==> src/rtl/mux_4_1_rr_sel.sv <==
// Round-robin select generator for a 4:1 mux: arbitrates req[3:0], drives registered s1/s0 and one-hot gnt.
// Latency: req in cycle N -> valid/gnt/select in cycle N+1; back-to-back handover on release, no bubble.
// Backpressure: ready=0 freezes the dwell counter and holds the grant; optional lock (MUX_ARB_LOCK_EN) extends it.
module mux_4_1_rr_sel #(
    parameter int unsigned HOLD_CYCLES = 4,
    parameter int unsigned CNT_W       = 8
) (
    input  logic       clk,
    input  logic       rst_n,
    input  logic [3:0] req,
    input  logic       ready,
`ifdef MUX_ARB_LOCK_EN
    input  logic       lock,
`endif
    output logic       s1,
    output logic       s0,
    output logic [3:0] gnt,
    output logic       valid
);

    typedef enum logic {
        IDLE  = 1'b0,
        GRANT = 1'b1
    } state_t;

    state_t             state, state_nxt;
    logic [1:0]         sel_q, sel_nxt;
    logic [1:0]         last_q, last_nxt;
    logic [3:0]         gnt_q, gnt_nxt;
    logic               valid_q, valid_nxt;
    logic [CNT_W-1:0]   cnt_q, cnt_nxt;

    logic               req_cur;
    logic               xfer;
    logic               withdraw;
    logic               cnt_zero;
    logic               hold_a;
    logic               release_now;
    logic [2:0]         pick_idle;
    logic [2:0]         pick_rel;

    localparam logic [CNT_W-1:0] CNT_RELOAD = CNT_W'(HOLD_CYCLES - 1);

    // First requester searching ptr+1, ptr+2, ptr+3, ptr (mod 4); returns {found, index}.
    function automatic logic [2:0] rr_pick(input logic [3:0] cand, input logic [1:0] ptr);
        logic [2:0] res;
        logic [1:0] idx;
        res = 3'b000;
        // Walk from lowest to highest priority so the highest-priority hit is written last.
        for (int k = 4; k >= 1; k--) begin
            idx = ptr + 2'(k);
            if (cand[idx]) begin
                res = {1'b1, idx};
            end
        end
        return res;
    endfunction

    // Grant-phase qualifiers: a withdrawn request is never counted as a transfer.
    always_comb begin
        req_cur  = req[sel_q];
        withdraw = (state == GRANT) && !req_cur;
        xfer     = (state == GRANT) && valid_q && ready && req_cur;
        cnt_zero = (cnt_q == '0);
`ifdef MUX_ARB_LOCK_EN
        hold_a   = lock;
`else
        hold_a   = 1'b0;
`endif
        release_now = withdraw || (xfer && cnt_zero && !hold_a);
        pick_idle   = rr_pick(req, last_q);
        pick_rel    = rr_pick(req & ~(4'b0001 << sel_q), sel_q);
    end

    // Next-state and next-output logic; all registers hold by default.
    always_comb begin
        state_nxt = state;
        sel_nxt   = sel_q;
        last_nxt  = last_q;
        gnt_nxt   = gnt_q;
        valid_nxt = valid_q;
        cnt_nxt   = cnt_q;

        unique case (state)
            IDLE: begin
                valid_nxt = 1'b0;
                gnt_nxt   = 4'b0000;
                if (pick_idle[2]) begin
                    state_nxt = GRANT;
                    sel_nxt   = pick_idle[1:0];
                    gnt_nxt   = 4'b0001 << pick_idle[1:0];
                    valid_nxt = 1'b1;
                    cnt_nxt   = CNT_RELOAD;
                end
            end
            GRANT: begin
                if (release_now) begin
                    last_nxt = sel_q;
                    if (pick_rel[2]) begin
                        // Direct handover: select and grant move together, valid stays high.
                        sel_nxt   = pick_rel[1:0];
                        gnt_nxt   = 4'b0001 << pick_rel[1:0];
                        valid_nxt = 1'b1;
                        cnt_nxt   = CNT_RELOAD;
                    end else begin
                        // Select lines keep their last value while idle.
                        state_nxt = IDLE;
                        gnt_nxt   = 4'b0000;
                        valid_nxt = 1'b0;
                        cnt_nxt   = '0;
                    end
                end else if (xfer && !cnt_zero) begin
                    cnt_nxt = cnt_q - 1'b1;
                end
            end
            default: begin
                state_nxt = IDLE;
            end
        endcase
    end

    // State and output registers; pointer resets to 3 so channel 0 wins first.
    always_ff @(posedge clk or negedge rst_n) begin
        if (!rst_n) begin
            state   <= IDLE;
            sel_q   <= 2'b00;
            last_q  <= 2'b11;
            gnt_q   <= 4'b0000;
            valid_q <= 1'b0;
            cnt_q   <= '0;
        end else begin
            state   <= state_nxt;
            sel_q   <= sel_nxt;
            last_q  <= last_nxt;
            gnt_q   <= gnt_nxt;
            valid_q <= valid_nxt;
            cnt_q   <= cnt_nxt;
        end
    end

    assign s1    = sel_q[1];
    assign s0    = sel_q[0];
    assign gnt   = gnt_q;
    assign valid = valid_q;

`ifndef SYNTHESIS
    // Grant is one-hot or zero, non-zero exactly while valid, and always matches the select lines.
    a_gnt_onehot0 : assert property (@(posedge clk) disable iff (!rst_n) $onehot0(gnt_q));
    a_gnt_valid   : assert property (@(posedge clk) disable iff (!rst_n) (gnt_q != 4'b0000) == valid_q);
    a_gnt_sel     : assert property (@(posedge clk) disable iff (!rst_n) valid_q |-> gnt_q[sel_q]);
`endif

endmodule

==> config.mk <==
export PLATFORM = sky130hd
export DESIGN_NAME = mux_4_1_rr_sel
export DESIGN_NICKNAME = d
export VERILOG_FILES = /design/src/rtl/mux_4_1_rr_sel.sv
export SDC_FILE = /design/constraint.sdc
export NUM_CORES = 1
export LEC_CHECK = 0
export CAP_MARGIN = 20
export CORE_ASPECT_RATIO = 1.75
export CORE_MARGIN = 5
export CORE_UTILIZATION = 45
export CTS_CLUSTER_SIZE = 8
export DETAILED_ROUTE_END_ITERATION = 12
export HOLD_SLACK_MARGIN = 0.06
export PLACE_DENSITY_LB_ADDON = 0.3
export SETUP_SLACK_MARGIN = 0.15
export SLEW_MARGIN = 20
export SYNTH_ARGS = -nofsm -noshare
export SYNTH_HDL_FRONTEND = slang
export SYNTH_SLANG_ARGS = --single-unit
==> constraint.sdc <==
create_clock -name clk -period 5.9 [get_ports clk]
set_input_delay 0.885 -clock clk [delete_from_list [all_inputs] [get_ports clk]]
set_output_delay 0.885 -clock clk [all_outputs]
set_load 0.02 [all_outputs]
==> impl_metrics.ini <==
[status]
status = completed

[timing]
slew_viol_final = 0
fin_worst_skew_ns = 0.00142
rsz0062_at_grt = no
fmax_mhz = 350
hold_ws_ns = 0.489
timing.final.crit_period_ns = 2.85
fin_crit_sh_pct = 48.4
tightest_slew_ns = 0.844
setup_tns_ns = 0
setup_viol = 0
fin_ws_ns = 3.05
finalHoldViolations = 0
slew_headroom_pct = 43.6

[cells_and_area]
diodes = 0
areaGrowthSynthToFinish_pct = 14.0
drive_above_1_share_pct = 9.94
fill_cells = 276
nNetsFinal = 175
multi_input_area_um2 = 852
regArea_um2 = 453

[critical_path]
crit_path_max_fanout = 9
r2r-start = sel_q[0]$_DFFE_PN0P_
required_ns = 6.06
start_kind = primary input
worstSetupPathType = primary input to flop
crit_path_end_kind = flop
rr_endpoint = gnt[3]$_DFFE_PN0P_
rrSetupSlack_ns = 3.22
crit_arrival_ns = 3.01
reg2regPathDepth = 7

[pwr]
pwr_density_cell_nw_per_um2 = 617
vdd_drop_max_v = 0.000273
power.leakage_nw = 0.666

[grt]
grt_overflow = 0
grt_antenna_before_repair = 0
grt_max_degree = 19
grt_pass1_wl_um = 5730
grt_pass1_vias = 1213
grtUsageTotal_pct = 18.0

[clock_network]
numCtsBuffers = 3
insertion_delay_ns = 0.26
clock-sinks = 18
cts_buffer_depth = 2
clockRootBuffer = clkbuf_8
hold_buffers = 0
cts_resized = 0
clk_pin_slew_worst_paths_ns = 0.07
htree_levels = 1
postCtsSetupBuffers = 0
tritoncts = done

[flow_run]
drv_cap = 0

[placement]
dp_slack_ns = 2.77
numPortBuffers = 13
gp_congestion = 0.854
hpwl_um = 2750

[die]
dieArea_um2 = 4270
coreArea_um2 = 2930
die_w_um = 51.6
die_h_um = 82.8
initial_core_util_pct = 46.5
ios = 14
row_count = 26

[yosys]
async_flop_share_pct = 100
synth_seq_cells = 18
synth_seq_area_share_pct = 33.3
yosysMostFrequentCell = dfrtp_1
netlist_top_cells_count = 16 x dfrtp_1, 14 x nand2_1, 11 x nor2_1, 9 x o21ai_0, 8 x a21oi_1
synth_area_per_cell_um2 = 9.20
synth_top_area_share_pct = 29.4
synthCells = 148
syn-num-nets = 161
synth_top_cell_by_area = dfrtp_1
synth.distinct_cells = 47
synthTopCellsByArea = dfrtp_1 29%, ha_1 5.5%, dfstp_2 3.9%
synth-edff-count = 0
synth_ff_type = dfrtp_1
synth_area_um2 = 1360
ys_warn_count = 0

[route]
via_per_inst = 6.44
initialDrtViolationCount = 33
ant_nets = 0
wl_um = 3450
wl_met1_um = 1360
wl_met3_um = 102
highest_layer = met4
via_count = 1218
route.detailed.drc = 0
wl_per_cell_um = 18.3
drt_first_pass_iters = 4
routed-wl-met2_um = 1900

[min_path]
hold_path.class = flop to flop
holdPathEnd = cnt_q[7]$_DFFE_PN0P_
holdPathStages = 1
hp-start = cnt_q[7]$_DFFE_PN0P_
-- worst max path at each step --
stage | from | to | cells after the start | slack, ns
6_report | req[3] | gnt[3]$_DFFE_PN0P_ | 6 | 3.05
5_1_grt | req[1] | gnt[3]$_DFFE_PN0P_ | 6 | 2.98
4_1_cts | req[3] | gnt[3]$_DFFE_PN0P_ | 6 | 3.03
3_5_place_dp | req[3] | gnt[3]$_DFFE_PN0P_ | 6 | 2.77
3_3_place_gp | req[3] | gnt[3]$_DFFE_PN0P_ | 6 | 2.82
2_1_floorplan | sel_q[0]$_DFFE_PN0P_ | gnt[1]$_DFFE_PN0P_ | 8 | 3.50
-- placed cells by master (no fill, tap or decap), types with 3 or more instances in the layout --
master / count
mux2i_1: 4
dfrtp_1: 16
o31ai_1: 5
a31oi_1: 5
ha_1: 6
nand2b_1: 6
nor2_1: 11
o21ai_1: 4
clkdlybuf4s50_1: 13
o221ai_1: 3
o21ai_0: 9
a21oi_1: 8
a22o_1: 3
nand2_1: 14
inv_1: 7
nor2b_1: 5
clkbuf_8: 4
-- power by group --
group	internal (mW)	leakage, nW	switching, mW
clock	0.0594	0.0288	0.0436
combinational	0.250	0.416	0.341
sequential	0.186	0.221	0.0771
-- layer usage --
layer  vias up  track usage [%]
li1        590                -
met1       598             19.2
met2        21             33.9
met3         9             2.69
met4         0             8.40
met5         -                0
-- critical path, stage by stage --
cell             delay, ns
clkdlybuf4s50_1       0.65
nand2b_1              0.19
mux4_2                0.50
o211a_1               0.24
a211o_1               0.32
o31ai_1               0.24
-- cell type report --
cell class / instances / area share [%]
Timing Repair Buffer: 13 / 8.39
Clock buffer: 4 / 3.55
Multi-Input combinational cell: 119 / 54.9
Tap cell: 28 / 2.26
Sequential cell: 18 / 29.2
Inverter: 7 / 1.69
-- kinds of logic (layout without fill, tap and decap cells) --
kind of cell	count (synthesis)	after routing	share of synthesized area, %
buf+inv	11	24	4.14
fa+ha+maj	6	6	5.51
simple gates	48	48	17.6
flops	18	18	33.3
mux	7	7	8.18
compound gates	58	58	31.3
-- sequential cells by signal, indices dropped and copies added, names as in the netlist --
| name | count |
|---|---|
| gnt | 4 |
| cnt_q | 8 |
| sel_q | 2 |
| state | 1 |
| last_q | 2 |
| valid | 1 |
-- through the flow --
stage | utilization (%) | instances | power (mW) | cell area [um2]
2_1_floorplan | - | 148 | 0.694 | 1360
3_3_place_gp | 51.1 | 185 | 0.835 | 1500
5_1_grt | 53.0 | 189 | 1.03 | 1550
3_5_place_dp | 51.1 | 185 | 0.857 | 1500
6_report | 53.0 | 189 | 0.957 | 1550
4_1_cts | 53.0 | 189 | 0.962 | 1550
(Power assumes the default switching activity.)
